## config.mk

```make
export PLATFORM = sky130hd
export DESIGN_NAME = minterm_extractor
export DESIGN_NICKNAME = d
export VERILOG_FILES = /design/src/rtl/minterm_pkg.sv /design/src/rtl/minterm_extractor.sv
export SDC_FILE = /design/constraint.sdc
export NUM_CORES = 1
export LEC_CHECK = 0
export BUFFER_PORTS_ARGS = -buffer_cell sky130_fd_sc_hd__buf_4
export CORE_MARGIN = 1.5
export CORE_UTILIZATION = 52
export CTS_BUF_LIST = sky130_fd_sc_hd__clkbuf_8
export DETAILED_ROUTE_END_ITERATION = 8
export PLACE_DENSITY = 0.86
export REMOVE_ABC_BUFFERS = 1
export SETUP_SLACK_MARGIN = 0.5
export SYNTH_ARGS = -nofsm -noshare
export SYNTH_HDL_FRONTEND = slang
export SYNTH_SLANG_ARGS = --single-unit
```

## constraint.sdc

```tcl
create_clock -name clk -period 1.9 [get_ports clk]
set_clock_uncertainty 0.05 [all_clocks]
set_input_delay 0.38 -clock clk [delete_from_list [all_inputs] [get_ports clk]]
set_output_delay 0.38 -clock clk [all_outputs]
set_load 0.005 [all_outputs]
```

## src/rtl/minterm_pkg.sv

```systemverilog
// Shared types and constants for the minterm extractor.
package minterm_pkg;

  localparam int unsigned SettleCntW = 4;

  typedef enum logic [2:0] {
    StIdle,
    StWait,
    StEval,
    StEmit,
    StFin
  } state_e;

endpackage

```

## src/rtl/minterm_extractor.sv

```systemverilog
// Sweeps all 2^N_INPUTS input vectors of an external logic function and streams out, in
// ascending order, the index of every vector where the function evaluates to 1.
module minterm_extractor
  import minterm_pkg::*;
#(
  parameter int unsigned N_INPUTS = 8,
  parameter int unsigned SETTLE   = 1
) (
  input  logic                clk,
  input  logic                rst,
  input  logic                start,
  output logic                busy,
  output logic                done,
  output logic [N_INPUTS-1:0] dut_in,
  input  logic                dut_out,
  output logic                m_valid,
  input  logic                m_ready,
  output logic [N_INPUTS-1:0] m_index,
  output logic [N_INPUTS:0]   ones_count
);

  localparam logic [SettleCntW-1:0] SettleInit = SettleCntW'(SETTLE);

  state_e                state_q;
  state_e                load_state;
  logic [N_INPUTS-1:0]   idx_q;
  logic [N_INPUTS-1:0]   idx_inc;
  logic [SettleCntW-1:0] settle_q;
  logic                  busy_q;
  logic                  done_q;
  logic [N_INPUTS-1:0]   dut_in_q;
  logic                  m_valid_q;
  logic [N_INPUTS-1:0]   m_index_q;
  logic [N_INPUTS:0]     ones_q;
  logic                  last_idx;
  logic                  advance;

  always_comb begin
    load_state = StWait;
    if (SETTLE == 0) begin
      load_state = StEval;
    end
    last_idx = &idx_q;
    idx_inc  = idx_q + N_INPUTS'(1);
    // Move to the next index: either the function was 0, or the sink took the emitted index.
    advance  = ((state_q == StEval) && !dut_out) || ((state_q == StEmit) && m_ready);
  end

  always_ff @(posedge clk) begin
    if (rst) begin
      state_q   <= StIdle;
      idx_q     <= '0;
      settle_q  <= '0;
      busy_q    <= 1'b0;
      done_q    <= 1'b0;
      dut_in_q  <= '0;
      m_valid_q <= 1'b0;
      m_index_q <= '0;
      ones_q    <= '0;
    end else begin
      done_q <= 1'b0;
      unique case (state_q)
        StIdle: begin
          if (start) begin
            idx_q    <= '0;
            dut_in_q <= '0;
            ones_q   <= '0;
            settle_q <= SettleInit;
            busy_q   <= 1'b1;
            state_q  <= load_state;
          end
        end
        StWait: begin
          settle_q <= settle_q - SettleCntW'(1);
          if (settle_q <= SettleCntW'(1)) begin
            state_q <= StEval;
          end
        end
        StEval: begin
          if (dut_out) begin
            m_index_q <= idx_q;
            m_valid_q <= 1'b1;
            ones_q    <= ones_q + (N_INPUTS + 1)'(1);
            state_q   <= StEmit;
          end
        end
        StEmit: begin
          if (m_ready) begin
            m_valid_q <= 1'b0;
          end
        end
        StFin: begin
          state_q <= StIdle;
        end
        default: begin
          state_q <= StIdle;
        end
      endcase

      // The all-ones compare ends the sweep, so idx never needs to wrap.
      if (advance) begin
        if (last_idx) begin
          state_q <= StFin;
          busy_q  <= 1'b0;
          done_q  <= 1'b1;
        end else begin
          idx_q    <= idx_inc;
          dut_in_q <= idx_inc;
          settle_q <= SettleInit;
          state_q  <= load_state;
        end
      end
    end
  end

  assign busy       = busy_q;
  assign done       = done_q;
  assign dut_in     = dut_in_q;
  assign m_valid    = m_valid_q;
  assign m_index    = m_index_q;
  assign ones_count = ones_q;

endmodule

```

==> results_dict.tcl <==
set metrics [dict create \
    outcome "completed" \
    ir_drop_v 0.000841 \
    ant_nets 0 \
    drtPass1Iterations 7 \
    cts_root_buf "clkbuf_8" \
    antenna_found_initial 0 \
    clkSinkCount 43 \
    critPathKind "reg2reg" \
    synth-compound-area-share_pct 19.0 \
    grt_use_total_pct 27.4 \
    slew_viol_final 0 \
    path_cells "nand4_1, buf_4, or2_2, a211o_1, a21oi_1" \
    routedWlPerCell_um 19.7 \
    postLayoutCoreUtil_pct 82.3 \
    stdcell_count 322 \
    drt_wl_total_mm 6.36 \
    regArea_sq_um 905 \
    area_growth_pct 46.5 \
    yosys.cell_types.count 49 \
    dpl_worst_slack_ns 0.0108 \
    fin_nets 284 \
    p_int_uw 1970 \
    worstHoldStart "rst" \
    power.switching_uw 912 \
    synth_area_leaders "dfxtp_1 (45%), a21oi_1 (5.2%), nand2_1 (5.0%)" \
    die_area_sq_um 4090 \
    clk_pin_slew_ns 0.09 \
    timing.fmax_mhz 635 \
    synthArstFlopShare_pct 0 \
    rsz0062_at_grt "yes" \
    setup_slack_ns 0.326 \
    yosysWarnings 0 \
    synthSimpleGateAreaFrac_pct 24.3 \
    core-area_sq_um 3440 \
    reg2reg_to "idx_q[2]" \
    start_util_pct 56.2 \
    finalSetupTns_ns 0 \
    arrival_ns 1.75 \
    ff2ff_setup_slack_ns 0.33 \
    cp_num_cells 5 \
    synth_top_cell_by_area "dfxtp_1" \
    finalHoldViolCount 0 \
    grt_pass1_vias 1850 \
    period_share_pct 82.9 \
    critPathTopFamily "simple AND/OR/NAND/NOR gates" \
    tritoncts "yes" \
    r2r_cells 5 \
    cts_max_level 2 \
    fillers 189 \
    synth-xor-area-share_pct 3.17 \
    place_congestion 0.828 \
    diodes 0 \
    p_leak_uw 0.00118 \
    die_y_um 64.0 \
    portBuffers 32 \
    synth_top_family_by_area "simple AND/OR/NAND/NOR gates" \
    drc 0 \
    finalSetupViolations 0 \
    drive_gt1_share_pct 47.1 \
    hold_class "in2reg" \
    power.density_nw_per_um2 1020 \
    pwr-share-comb_pct 33.0 \
    synth_top_area_share_pct 44.5 \
    drtIter0Drc 288 \
    grt_pass1_wl_mm 8.65 \
    hpwl_mm 2.94 \
    min_to "ones_count[3]" \
    grt_overflow 0 \
    numCtsBuffers 5 \
    synthTopCellsByCount "dfxtp_1 (43), nand2_1 (26), a21oi_1 (20), nor2_1 (18), a21o_1 (12)" \
    slew_headroom_pct 74.4 \
    yosysMostFrequentCell "dfxtp_1" \
    drv_cap 0 \
    syn_inst 217 \
    muxShareOfSynthArea_pct 1.29 \
    multiInputGateArea_sq_um 1210 \
    fin_hold_ws_ns 0.370 \
    ioPinCount 33 \
    cp_data_required_time_ns 2.08 \
    dr_total_vias 1982 \
    synth_area_sq_um 1930 \
    yosys_most_used_dff "dfxtp_1" \
    rows 21 \
    ctsLongestPathBuffers 2 \
    rr_startpoint "idx_q[6]" \
    postCtsHoldBufs 0 \
    drt-vias-per-instance 6.16 \
    hold_depth 2 \
    syn_avg_cell_area_sq_um 8.91 \
    min_period_ns 1.57 \
    die_w_um 64.0 \
    seq_power_share_pct 37.6 \
    ys_seq_area_share_pct 44.5 \
    cp-end-kind "flop" \
    insertion_delay_ns 0.30 \
    cp_slowest_cell "dfxtp_2" \
    placed_cells 294 \
    synth-adder-area-share_pct 2.59 \
    tightest_slew_ns 0.383 \
    slowest_delay_ns 0.36 \
    cp.buffers_inverters 1 \
    synth_edf_count 0 \
    swShare_pct 31.6 \
    pwr-share-clk_pct 29.5 \
    critPathMaxFanout 4 \
    worstSetupStartpointType "flop" \
    grt_max_degree 23 \
    synth_seq_cells 43 \
]
[sequential cells by signal, summed over array words and instances, names as in the netlist]
signal      flops
settle_q        4
m_index         8
busy            1
state_q         3
ones_count      9
done            1
m_valid         1
dut_in          8
idx_q           8
[through the flow]
stage / area [sq um] / power [uW]
after global placement: 2240 / 1660
after detailed placement: 2240 / 1690
final: 2830 / 2880
after CTS: 2590 / 2680
after global routing: 2830 / 3010
after floorplan: 1860 / 1480
[worst max-delay path by stage]
stage / startpoint / to / slack, ns
floorplan: state_q[0] / settle_q[3] / 0.18
global placement: state_q[1] / idx_q[5] / 0.09
detailed placement: idx_q[0] / dut_in[1] / 0.01
CTS: idx_q[0] / idx_q[4] / 0.42
global route: idx_q[6] / idx_q[2] / 0.29
finish: idx_q[6] / idx_q[2] / 0.33
[layout make-up]
class	count	area share (%)
sequential	43	31.9
inverter	7	0.928
tap	46	2.03
clock buffer	5	2.43
clock inverter	3	2.25
multi-input combinational	155	42.9
timing repair buffer	63	17.5
[worst reg2reg max path: stages (launching register included)]
cell	delay (ns)
dfxtp_2	0.36
nand4_1	0.19
buf_4	0.20
or2_2	0.27
a211o_1	0.28
a21oi_1	0.15
[what timing repair did]
| action | CTS | global route |
|---|---|---|
| endpoints found under the hold margin | 0 | 0 |
| pin swaps | 7 | 9 |
| setup buffers | 14 | 6 |
| endpoints found under the setup margin | 33 | 30 |
| gates resized for setup | 33 | 45 |
[placed cells by master, fill, tap and decap left out, types with 4 or more instances in the layout]
cell	synthesis	layout
nand2_1	26	24
dfxtp_4	0	8
inv_1	7	8
buf_4	3	59
nand3_1	7	5
dfxtp_2	0	11
a21o_1	12	12
a21oi_1	20	16
clkbuf_8	0	5
xnor2_1	4	4
dfxtp_1	43	24
nor2_1	18	17
nor3_1	5	4
[routing by layer]
layer  share of wire [%]  track usage, %  vias to the layer above
met5                   0               0                        -
met4                 3.7            14.1                        0
met3                 6.1            7.39                       26
met2                  51            46.9                      119
met1                  39            31.1                      954
li1                    -               -                      883
[power by group through the flow]
stage	sequential, uW	combinational (uW)	clock, uW
floorplan	1070	409	0
global placement	1080	586	0
detailed placement	1080	604	0
CTS	1060	771	844
global route	1090	1020	900
finish	1080	950	850
[cell families (layout without fill, tap and decap cells)]
group,Yosys count,in the layout
mux,2,2
fa+ha+maj,4,4
flops,43,43
simple gates,87,87
buf+inv,19,78
compound gates,55,55
xor+xnor,7,7
(Power assumes the default switching activity.)
